==> config.mk <==
export PLATFORM = sky130hd
export DESIGN_NAME = gate_exerciser
export DESIGN_NICKNAME = d
export VERILOG_FILES = /design/src/rtl/gate_exerciser.sv
export SDC_FILE = /design/constraint.sdc
export NUM_CORES = 1
export LEC_CHECK = 0
export BUFFER_PORTS_ARGS = -buffer_cell sky130_fd_sc_hd__buf_2
export CORE_ASPECT_RATIO = 0.7
export CORE_UTILIZATION = 41
export DETAILED_ROUTE_END_ITERATION = 10
export HOLD_SLACK_MARGIN = 0.1
export SYNTH_ARGS = -nofsm -noshare
export SYNTH_HDL_FRONTEND = slang
export SYNTH_SLANG_ARGS = --single-unit
==> constraint.sdc <==
create_clock -name CLK -period 1.65 [get_ports CLK]
set_input_delay 0.0825 -clock CLK [delete_from_list [all_inputs] [get_ports CLK]]
set_output_delay 0.0825 -clock CLK [all_outputs]
set_load 0.05 [all_outputs]
==> src/rtl/gate_exerciser.sv <==
// gate_exerciser: drives A/B of a two-input gate under test and checks the
// returned Y against A & B. Each run applies N_VECTORS vectors, one per cycle:
// an exhaustive 00/01/10/11 sweep first, then LFSR-generated vectors. Mismatches
// are counted (saturating at 255) and reported through ERR_CNT/PASS with a
// one-cycle DONE pulse.
module gate_exerciser #(
    parameter int           N_VECTORS = 16,
    parameter logic [7:0]   LFSR_SEED = 8'hA5
) (
    input  logic        CLK,
    input  logic        RST,
    input  logic        START,
    input  logic        Y,
    output logic        A,
    output logic        B,
    output logic        BUSY,
    output logic        DONE,
    output logic [7:0]  ERR_CNT,
    output logic        PASS
);

    typedef enum logic [1:0] {
        S_IDLE = 2'd0,
        S_RUN  = 2'd1,
        S_DONE = 2'd2
    } state_t;

    // An all-zero seed would lock the LFSR, so it is replaced by 1.
    localparam logic [7:0] SEED_EFF = (LFSR_SEED == 8'h00) ? 8'h01 : LFSR_SEED;
    localparam logic [7:0] LAST_IDX = 8'(N_VECTORS - 1);

    state_t      r_state;
    state_t      w_state_next;
    logic [7:0]  r_vec_idx;
    logic [7:0]  r_lfsr;
    logic        r_a;
    logic        r_b;
    logic [7:0]  r_err_cnt;

    logic        w_start_run;
    logic        w_in_run;
    logic        w_last;
    logic        w_mismatch;
    logic        w_lfsr_fb;
    logic [7:0]  w_lfsr_next;
    logic [7:0]  w_next_idx;
    logic [1:0]  w_next_vec;

    // Fibonacci LFSR x^8+x^6+x^5+x^4+1, shifting left with feedback into bit 0.
    assign w_lfsr_fb   = r_lfsr[7] ^ r_lfsr[5] ^ r_lfsr[4] ^ r_lfsr[3];
    assign w_lfsr_next = {r_lfsr[6:0], w_lfsr_fb};

    // Vector k is shown in the same cycle the LFSR holds its k-th advanced value,
    // so vectors past the sweep take their bits from the value being loaded.
    assign w_next_idx = r_vec_idx + 8'd1;
    assign w_next_vec = (w_next_idx < 8'd4) ? w_next_idx[1:0] : w_lfsr_next[1:0];

    assign w_last     = (r_vec_idx == LAST_IDX);
    // Y is a same-cycle combinational response to the registered A/B.
    assign w_mismatch = (Y != (r_a & r_b));

    // State register.
    // NOTE: sequential state uses non-blocking assignments so every flop samples pre-edge values.
    always_ff @(posedge CLK or posedge RST) begin
        if (RST) begin
            r_state <= S_IDLE;
        end else begin
            r_state <= w_state_next;
        end
    end

    // Next-state logic and per-state control strobes.
    // NOTE: every output of this block gets a default first, so no path can infer a latch.
    always_comb begin
        w_state_next = r_state;
        w_start_run  = 1'b0;
        w_in_run     = 1'b0;
        case (r_state)
            S_IDLE: begin
                if (START) begin
                    w_state_next = S_RUN;
                    w_start_run  = 1'b1;
                end
            end
            S_RUN: begin
                w_in_run = 1'b1;
                if (w_last) begin
                    w_state_next = S_DONE;
                end
            end
            S_DONE: begin
                w_state_next = S_IDLE;
            end
            default: begin
                w_state_next = S_IDLE;
            end
        endcase
    end

    // Vector generation, LFSR stepping and mismatch counting.
    always_ff @(posedge CLK or posedge RST) begin
        if (RST) begin
            r_vec_idx <= 8'd0;
            r_lfsr    <= SEED_EFF;
            r_a       <= 1'b0;
            r_b       <= 1'b0;
            r_err_cnt <= 8'd0;
        end else if (w_start_run) begin
            // Vector 0 of the sweep is 00.
            r_vec_idx <= 8'd0;
            r_lfsr    <= SEED_EFF;
            r_a       <= 1'b0;
            r_b       <= 1'b0;
            r_err_cnt <= 8'd0;
        end else if (w_in_run) begin
            r_lfsr <= w_lfsr_next;
            if (w_mismatch && (r_err_cnt != 8'hFF)) begin
                r_err_cnt <= r_err_cnt + 8'd1;
            end
            if (w_last) begin
                // Park the gate inputs low for the DONE cycle.
                r_a <= 1'b0;
                r_b <= 1'b0;
            end else begin
                r_vec_idx  <= w_next_idx;
                {r_b, r_a} <= w_next_vec;
            end
        end else begin
            r_a <= 1'b0;
            r_b <= 1'b0;
        end
    end

    assign A       = r_a;
    assign B       = r_b;
    assign BUSY    = (r_state == S_RUN);
    assign DONE    = (r_state == S_DONE);
    assign ERR_CNT = r_err_cnt;
    assign PASS    = (r_err_cnt == 8'd0);

endmodule

# After elaboration in Yosys (flattened, before gate mapping)
# Cells that the tools add are included.
# W data, S select, Z words.
# classes
mux	21
mul	0
magnitude_cmp	1
div	0
reduce_logical	8
shifts	0
add_sub_neg	2
bitwise_logic	4
eq_ne	8
# op_table
cell	n
$mux W8	8
$add A8 B1 Y8 const B	2
$mux W1	9
$eq A8 B4 Y1 const B	1
$logic_not A8 Y1	1
$lt A8 B3 Y1 const B	1
$ne A8 B8 Y1 const B	1
$mux W2	3
$reduce_and A2 Y1	3
$ne A2 B2 Y1 const B	2
$pmux W2 S2	1
$reduce_bool A2 Y1	2
$xor A1 B1 Y1	3
$eq A2 B1 Y1 const B	1
$eq A2 B2 Y1 const B	1
$logic_not A2 Y1	1
$ne A2 B1 Y1 const B	1
$and A1 B1 Y1	1
$logic_and A1 B1 Y1	1
$ne A1 B1 Y1	1
# word_totals
latchBits	0
ram_bits	0
register_bits	28
word_cells	50
rom_bits	0
memories	0

# Longest topological paths before layout
# logic_depth
ltp_word	7
mapped_depth	6
mapped_depth_nobuf	6

# Worst setup path after synthesis
# Ideal clock, no wire load.
# synth_path
path_kind	register -> output
from	register r_err_cnt[0] (netlist: ERR_CNT[0])
to	output port PASS
slack_ps	-1288
required_time_ps	1567
arrival_time_ps	2856
n_path_buf	0
path_stages_with_launch	5
cell_sequence	dfrtp_1 > inv_1 > ha_1 > or4b_2 > nor4_1
# synth_via
elab_chain_cells	1
# synth_rtl
element	line	text
start, declared	38	logic [7:0] r_err_cnt;
start signal, assigned	118	r_err_cnt <= r_err_cnt + 8'd1;
$logic_not A8 Y1	139	assign PASS = (r_err_cnt == 8'd0);
end, declared	19	output logic PASS
# No other way between the ends.

# Final worst setup path
# layout_path
from	register r_err_cnt[1] (netlist: ERR_CNT[1])
to	output port PASS
# The elaborated chain is that of the path after synthesis.

==> summary.txt <==
status -> complete, but fails checks
failing checks -> negative setup slack
number of global-route vias before repair -> 1248
pre-CTS WS -> -0.0400 ns
WL final -> 3590 um
Util after Layout -> 58.2%
Setup WS post-layout -> -0.117 ns
worst setup path category -> reg2out
router iterations before antenna repair -> 4
R2R depth -> 9
worst hold stages -> 4
unrepaired setup endpoints after global routing -> true
dominant cells by area after synthesis -> dfrtp_1, dfstp_2, xnor2_1
first-pass GRT wire length -> 5850 um
GRT Resource Usage Total -> 20.1%
port bufs -> 16
largest family of logic cells by synthesized area -> simple AND/OR/NAND/NOR gates
most instantiated cells after synthesis -> dfrtp_1, nand2_1, nor2_1, nand3_1, xnor2_1
Adder-Cell Fraction of Synth Area -> 2.44%
proportion of layout cells with a drive suffix above 1 -> 45.1%
cell accounting for the most synthesized area -> dfrtp_1
Pwr per Cell Area -> 2030 nW/um2
Final Skew -> 0.00779 ns
post-route ant nets -> 0
Synth Cell Area -> 1540 um2
core area -> 3560 um2
simple-gate area share of the yosys netlist -> 22.7%
DR iter-0 viols -> 79
final hold viol count -> 0
Routed WL per cell -> 14.8 um
fillers -> 322
RD Place Congestion -> 0.840
CTS tree -> yes
Post-Syn Nets -> 159
Max Freq -> 0.566 GHz
RR Startpoint -> ERR_CNT[1]
via count -> 1258
clk sinks -> 28
CTS H-tree lvls -> 1
Final setup viols -> 9
IO Count -> 17
worst setup path start -> ERR_CNT[1]
register area share after synthesis -> 45.9%
flop and latch count out of synthesis -> 28
static leakage -> 0.900 nW
Hold Crit Class -> in2reg
Max-cap violations -> 0
post-synthesis xor/xnor area fraction -> 6.83%
Synth Area in Compound Gates -> 17.2%
initial antenna violation count -> 0
Slew @ Worst Pin -> 0.633 ns
nets -> 201
Post-synth ARST share -> 100%
Critical Path RT -> 1.57 ns
Die Wd -> 75.2 um
HP Start -> START
die extent in y -> 53.2 um
Max transition margin -> 57.8%
critical path capture point type -> primary output
row cnt -> 18
predominant post-synthesis flop cell -> dfrtp_1
Clock Latency Late Sink -> 0.27 ns
top-area cell type share of the netlist area -> 39.1%
YS warnings -> 0
synth-to-layout area growth -> 34.6%
Worst Path Arrival -> 1.68 ns
min Tclk post-route -> 1.77 ns
Avg Synthesized Cell Area -> 10.1 um2
post-synthesis mux area share -> 0.651%
Tcrit/Tclk final -> 107%
Die ar. -> 4000 um2
total CTS buffers -> 3
Overflow after GRT -> 0
Post-Synthesis Cells -> 152
largest net degree at the start of global routing -> 29
Initial Util -> 43.2%
ANT cells -> 0
root buffer cell -> clkbuf_8
deepest clock path buffer count -> 2
cell with the most instances after synthesis -> dfrtp_1
Post-synth EDFFs -> 0
Pins Over Slew Limit -> 0
VDD IR-drop max -> 1.07 mV
post-synth cell types -> 44
hpwl dp -> 2460 um
CTS clk-pin slew, worst paths -> 0.09 ns
Critical Path Fanout Max -> 2
Via density -> 5.18
startpoint type of the worst setup path -> register
Design Power -> 0.00420 W
DRC violations left -> 0
[critical path, cell delays in order, from the launching register on]
cell,delay [ns]
dfrtp_2,0.42
inv_2,0.05
ha_1,0.12
or4b_4,0.47
nor4_4,0.16
buf_6,0.19
[flip-flops by register name, summed over array words and instances, names as in the netlist]
register and count:
ERR_CNT 8, B 1, r_lfsr 8, A 1, r_state 2, r_vec_idx 8
[metrics by stage]
step,setup TNS (ns),hold slack (ns),instance area (um2),cells
floorplan,-0.442,0.144,1570,152
global placement,0,0.159,1790,230
detailed placement,-0.0856,0.168,1790,230
CTS,-0.197,0.208,2020,242
global route,-1.38,0.254,2070,243
finish,-0.418,0.222,2070,243
[worst paths after layout]
path | to | slack, ns
min | r_vec_idx[1] | 0.22
min in group asynchronous | r_vec_idx[4] | 0.41
max in group asynchronous | r_lfsr[0] | 0.94
max | PASS | -0.12
min reg2reg | r_lfsr[7] | 0.49
max reg2reg | ERR_CNT[3] | -0.07
[per-layer routing]
metal | vias to the layer above | global-route usage [%] | part of all wire [%]
met1 | 608 | 27.5 | 49
met3 | 5 | 4.95 | 3.5
met5 | - | 0 | 0
met2 | 23 | 32.0 | 47
li1 | 622 | - | -
met4 | 0 | 4.94 | 0.50
[power breakdown]
| part | internal [W] | switching [W] | leakage, nW | total [W] |
|---|---|---|---|---|
| sequential | 0.00101 | 0.000258 | 0.338 | 0.00127 |
| combinational | 0.00110 | 0.00142 | 0.533 | 0.00252 |
| clock | 0.000213 | 0.000200 | 0.0288 | 0.000414 |
[cell type report]
class / count / area, um2 / area share (%)
flip-flops and latches: 28 / 714 / 34.5
well taps: 50 / 62.6 / 3.02
multi-input cells: 114 / 897 / 43.3
repair buffers: 40 / 309 / 14.9
inverters: 7 / 31.3 / 1.51
clock buffers: 4 / 55.1 / 2.66
[cells by family after synthesis]
kind of cell | Yosys count
AO/OA/AOI/OAI | 34
multiplexers | 1
buffers and inverters | 10
adder cells (fa/ha/maj) | 3
AND/OR/NAND/NOR | 64
XOR/XNOR | 12
flip-flops | 28
[what timing repair did]
item,4_1_cts,5_1_grt
setup endpoints to repair,9,12
pin swaps,5,11
setup buffers,6,1
hold buffers,1,0
resized for setup,16,10
hold endpoints to repair,24,0
cloned,1,0
[placed cells by master (no fill, tap or decap), types with 2 or more instances in the layout]
| cell | netlist | routed |
|---|---|---|
| dfstp_2 | 4 | 4 |
| nand2_2 | 0 | 2 |
| buf_2 | 0 | 15 |
| and4_1 | 2 | 2 |
| inv_2 | 0 | 2 |
| inv_1 | 6 | 4 |
| nand3_1 | 10 | 9 |
| clkbuf_8 | 0 | 4 |
| nor2b_1 | 5 | 5 |
| nor3_2 | 0 | 3 |
| ha_1 | 3 | 2 |
| a22o_1 | 5 | 5 |
| nor2_1 | 11 | 11 |
| dfrtp_2 | 0 | 7 |
| dfrtp_1 | 24 | 17 |
| nand2_1 | 17 | 15 |
| xnor2_1 | 10 | 10 |
| and3_1 | 2 | 2 |
| buf_4 | 0 | 19 |
| o21ai_0 | 8 | 8 |
| a21oi_2 | 1 | 2 |
| nor4_4 | 0 | 2 |
| o21ai_1 | 6 | 5 |
| buf_6 | 0 | 3 |
Note: power is estimated with default switching activity, not from simulation.
